File: src/rtl/elm_pkg.sv
// elm_pkg: constants shared by the one-hot target decoder, the argmax
// encoder and the ELM training datapath.
//   N_CLASSES  number of classes / beats per frame
//   DATA_W     signed score word width (Q8.8)
//   FRAC_W     fractional bits of the score word
//   CNT_W      width of label and 1-based beat counter
//   ONE / OFF  target levels for the hit / non-hit classes
// Optional build macro: BIPOLAR_TARGET_EN selects OFF = -ONE (bipolar
// targets); without it OFF = 0 (unipolar one-hot).
package elm_pkg;

  localparam int N_CLASSES = 10;
  localparam int DATA_W    = 16;
  localparam int FRAC_W    = 8;
  localparam int CNT_W     = 4;

  localparam logic signed [DATA_W-1:0] ONE = DATA_W'(1 << FRAC_W);
`ifdef BIPOLAR_TARGET_EN
  localparam logic signed [DATA_W-1:0] OFF = -ONE;
`else
  localparam logic signed [DATA_W-1:0] OFF = '0;
`endif

  // Beat counter value of the final beat of a frame.
  localparam logic [CNT_W-1:0] N_CNT = CNT_W'(N_CLASSES);

  typedef logic [0:0] state_t;
  localparam state_t ST_IDLE   = 1'b0;
  localparam state_t ST_STREAM = 1'b1;

endpackage

File: src/rtl/onehot_decoder.sv
// onehot_decoder: accepts a class label and streams its one-hot target
// vector, one signed Q8.8 score per beat, with a 1-based beat count.
// Ports:
//   clk          rising-edge clock
//   rst_n        synchronous active-low reset
//   label_valid  label offered            label_ready  label can be taken
//   label        class index              label_err    out-of-range label dropped (1-cycle pulse)
//   out_valid    score beat valid         out_ready    downstream accepts beat
//   out_data     score of class count-1   count        beat index 1..N_CLASSES, 0 when idle
//   out_last     final beat of the frame
// Build option: BIPOLAR_TARGET_EN (see elm_pkg) sets the non-hit score to -1.0.
//
// state     | meaning
// ST_IDLE   | waiting for a label; label_ready high
// ST_STREAM | emitting beats 1..N_CLASSES of the latched label
module onehot_decoder
  import elm_pkg::*;
(
  input  logic                     clk,
  input  logic                     rst_n,
  input  logic                     label_valid,
  output logic                     label_ready,
  input  logic [CNT_W-1:0]         label,
  output logic                     label_err,
  output logic                     out_valid,
  input  logic                     out_ready,
  output logic signed [DATA_W-1:0] out_data,
  output logic [CNT_W-1:0]         count,
  output logic                     out_last
);

  state_t                     state_q, state_d;
  logic [CNT_W-1:0]           label_q, label_d;
  logic [CNT_W-1:0]           count_q, count_d;
  logic signed [DATA_W-1:0]   out_data_q, out_data_d;
  logic                       out_last_q, out_last_d;
  logic                       label_err_q, label_err_d;
  logic                       label_ready_q, label_ready_d;
  logic [CNT_W-1:0]           count_inc;

  assign count_inc = count_q + 1'b1;

  always_comb begin
    state_d     = state_q;
    label_d     = label_q;
    count_d     = count_q;
    out_data_d  = out_data_q;
    out_last_d  = out_last_q;
    label_err_d = 1'b0;

    if (state_q == ST_IDLE) begin
      if (label_ready_q && label_valid) begin
        if (label < N_CNT) begin
          state_d    = ST_STREAM;
          label_d    = label;
          count_d    = CNT_W'(1);
          out_data_d = (label == '0) ? ONE : OFF;
          out_last_d = (N_CNT == CNT_W'(1));
        end else begin
          label_err_d = 1'b1;
        end
      end
    end else begin
      if (out_ready) begin
        if (count_q == N_CNT) begin
          state_d    = ST_IDLE;
          count_d    = '0;
          out_data_d = '0;
          out_last_d = 1'b0;
        end else begin
          // Next beat is count_q+1, which carries class index count_q.
          count_d    = count_inc;
          out_data_d = (count_q == label_q) ? ONE : OFF;
          out_last_d = (count_inc == N_CNT);
        end
      end
    end

    label_ready_d = (state_d == ST_IDLE);
  end

  always_ff @(posedge clk) begin
    if (!rst_n) begin
      state_q       <= ST_IDLE;
      label_q       <= '0;
      count_q       <= '0;
      out_data_q    <= '0;
      out_last_q    <= 1'b0;
      label_err_q   <= 1'b0;
      label_ready_q <= 1'b0;
    end else begin
      state_q       <= state_d;
      label_q       <= label_d;
      count_q       <= count_d;
      out_data_q    <= out_data_d;
      out_last_q    <= out_last_d;
      label_err_q   <= label_err_d;
      label_ready_q <= label_ready_d;
    end
  end

  assign label_ready = label_ready_q;
  assign label_err   = label_err_q;
  assign out_valid   = (state_q == ST_STREAM);
  assign out_data    = out_data_q;
  assign count       = count_q;
  assign out_last    = out_last_q;

endmodule

File: config.mk
export PLATFORM = sky130hd
export DESIGN_NAME = onehot_decoder
export DESIGN_NICKNAME = d
export VERILOG_FILES = /design/src/rtl/elm_pkg.sv /design/src/rtl/onehot_decoder.sv
export SDC_FILE = /design/constraint.sdc
export NUM_CORES = 1
export LEC_CHECK = 0
export CORE_ASPECT_RATIO = 1.2
export CORE_MARGIN = 1.5
export CORE_UTILIZATION = 42
export DETAILED_ROUTE_END_ITERATION = 8
export GPL_ROUTABILITY_DRIVEN = 0
export HOLD_SLACK_MARGIN = 0.05
export PLACE_DENSITY = 0.79
export SLEW_MARGIN = 10
export SYNTH_ARGS = -nofsm -noshare
export SYNTH_HDL_FRONTEND = slang
export SYNTH_SLANG_ARGS = --single-unit
File: constraint.sdc
create_clock -name clk -period 1.7 [get_ports clk]
set_input_delay 0.51 -clock clk [delete_from_list [all_inputs] [get_ports clk]]
set_output_delay 0.51 -clock clk [all_outputs]
set_load 0.01 [all_outputs]
==> results.sh <==
export IMPL_gr_total_overflow=0
export IMPL_drv_slew=0
export IMPL_htreeDepth=1
export IMPL_powerDensity_nw_per_um2=644
export IMPL_worst_path_buf_inv=1
export IMPL_min_period_ns=1.68
export IMPL_core_area_um2=1810
export IMPL_whs_ns=0.500
export IMPL_finalCritPeriodShare_pct=98.7
export IMPL_ys_top_cells_by_area="dfxtp_1 33%, buf_4 14%, xnor2_1 5.5%"
export IMPL_crit_path_start_kind="flop"
export IMPL_hold_start="out_last"
export IMPL_yosysSeqAreaShare_pct=32.6
export IMPL_io_buffers=16
export IMPL_die_h_um=50.8
export IMPL_worstPathMaxFanout=2
export IMPL_cts_tree="yes"
export IMPL_antenna_found_initial=0
export IMPL_ys_ff_latch=13
export IMPL_synth_top_area_share_pct=32.6
export IMPL_drc_errors=0
export IMPL_cp_arrival_ns=1.17
export IMPL_worstSetupPathType="flop to output pin"
export IMPL_clk_pin_slew_ns=0.09
export IMPL_power_mw=0.674
export IMPL_crit_path_end_kind="output pin"
export IMPL_power_leakage_nw=0.476
export IMPL_drive_gt1_share_pct=17.9
export IMPL_r2r_end="label_ready"
export IMPL_clock_sinks=13
export IMPL_maxCapViolations=0
export IMPL_worstSetupStartpoint="out_data[8]"
export IMPL_netlist_instances=92
export IMPL_peakVddDrop_mv=0.330
export IMPL_wl_per_cell_um=13.4
export IMPL_hold_path_end="out_last"
export IMPL_clockBufferDepth=2
export IMPL_io_pins=32
export IMPL_critPathRequiredTime_ns=1.19
export IMPL_clk_latency_ns=0.29
export IMPL_syn_area_um2=798
export IMPL_hold_viol_final=0
export IMPL_synth_main_ff_cell="dfxtp_1"
export IMPL_grt_pass1_wl_mm=3.09
export IMPL_synth_largest_area_cell="dfxtp_1"
export IMPL_worstHoldPathCells=2
export IMPL_die_x_um=42.8
export IMPL_grt_use_total_pct=18.9
export IMPL_cp_slowest_stage_delay_ns=0.54
export IMPL_max_freq_mhz=596
export IMPL_ys_warn_count=0
export IMPL_dp_hpwl_mm=1.42
export IMPL_worstHoldPathType="flop to flop"
export IMPL_path_delay_family="buffers and inverters"
export IMPL_r2r_slack_ns=0.26
export IMPL_run_status="finished clean"
export IMPL_diodes=0
export IMPL_setup_viol_count_final=0
export IMPL_crit_chain="clkdlybuf4s50_1"
export IMPL_detail_route_antenna_nets=0
export IMPL_netlist_top_cells_count="15 x buf_4, 13 x dfxtp_1, 6 x nand2_1, 6 x o21ai_0"
export IMPL_reg2reg_depth=7
export IMPL_cts_buffers=3
export IMPL_yosysMostFrequentCell="buf_4"
export IMPL_die_area_um2=2170
export IMPL_synthArstFlopShare_pct=0
export IMPL_syn2layout_area_growth_pct=31.2
export IMPL_grt_max_degree=12
export IMPL_skew_ns=0.00677
export IMPL_crit_slowest_cell="clkdlybuf4s50_1"
export IMPL_timing_rr_start="count[0]"
export IMPL_avgSynthCellArea_um2=8.68
export IMPL_start_util_pct=44.2
export IMPL_synthDistinctLibCells=34
export IMPL_grt_pass1_vias=719
export IMPL_firstDrtPassIters=4
export IMPL_vias=741
export IMPL_fin_nets=135
export IMPL_hold_buffers=0
export IMPL_num_rows=17
export IMPL_rsz0062_at_grt="no"
export IMPL_drt_wl_total_mm=1.90
export IMPL_drt_iter0_drc=21
export IMPL_vias_per_cell=5.22
export IMPL_cts_root_buf="clkbuf_4"
export IMPL_synth_edf_count=0
==> where the power goes <==
group          switching (mW)  internal [mW]  total (mW)
combinational          0.0743         0.0703       0.145
sequential             0.0107          0.318       0.329
clock                   0.109         0.0913       0.200
total                   0.194          0.480       0.674
==> layer usage <==
layer  wire [um]  track usage, %
met3          92            1.44
met1         736            20.8
met4          63            11.5
met2        1010            34.3
met5           0               0
==> placed cells by master (no fill, tap or decap) <==
master           instances
dlygate4sd2_1            2
a211oi_1                 1
o21ai_2                  1
a31o_1                   1
a21oi_1                  3
nand3b_4                 1
or4_1                    1
nand4_1                  1
o21ai_1                  1
ha_1                     3
a21boi_0                 3
dfxtp_1                 13
and2_2                   1
nor2b_1                  1
o21ai_0                  6
o211a_1                  1
nor2_1                   5
o32ai_1                  1
nor4_1                   2
nand3b_1                 1
nor3b_1                  1
o21a_1                   2
buf_4                   14
clkbuf_4                 3
o22ai_1                  1
and3b_1                  1
clkdlybuf4s50_1         12
dlymetal6s2s_1           2
o221a_2                  2
nand2_1                  6
inv_1                    3
o211ai_1                 1
nand3_1                  3
xnor2_1                  5
and2_1                   2
clkbuf_1                 1
conb_1                  15
==> repair_timing <==
action / CTS / global route
setup buffers: 0 / 0
setup endpoints to repair: 2 / 2
gates resized for setup: 2 / 2
==> cells by family after synthesis <==
logic type,share of synthesized area (%)
AO/OA/AOI/OAI,21.0
XOR/XNOR,5.49
adder cells (fa/ha/maj),4.70
buffers and inverters,16.6
flip-flops,32.6
other,0.470
AND/OR/NAND/NOR,19.1
==> how the worst max path moves through the flow <==
stage                        to  depth (start not counted)  slack [ns]
global placement       count[2]                          5       -0.14
CTS                    count[0]                          1        0.02
detailed placement     count[2]                          5       -0.20
finish              out_data[8]                          1        0.02
global route           count[3]                          1       0.001
floorplan           label_ready                          6        0.33
==> final cells by class <==
| type | count | area (um^2) |
|---|---|---|
| Clock buffer | 4 | 26.3 |
| Sequential cell | 13 | 260 |
| Tap cell | 19 | 23.8 |
| Timing Repair Buffer | 30 | 268 |
| Multi-Input combinational cell | 73 | 458 |
| Inverter | 3 | 11.3 |
| Fill cell | 155 | 761 |
==> through the flow <==
step	area, um^2	setup slack, ns	instances	utilization (%)	setup TNS [ns]
3_5_place_dp	1020	-0.202	138	56.3	-0.738
3_3_place_gp	1020	-0.140	138	56.3	-0.420
4_1_cts	1040	0.0210	142	57.6	0
5_1_grt	1050	0.00112	142	57.9	0
2_1_floorplan	851	0.334	106	-	0
6_report	1050	0.0222	142	57.9	0
==> state kept, by name, summed over array words and instances (netlist names) <==
signal	count
out_valid	1
label_ready	1
out_data	1
label_err	1
count	4
label_q	4
out_last	1
No activity file was read; power rests on OpenSTA's default activity.
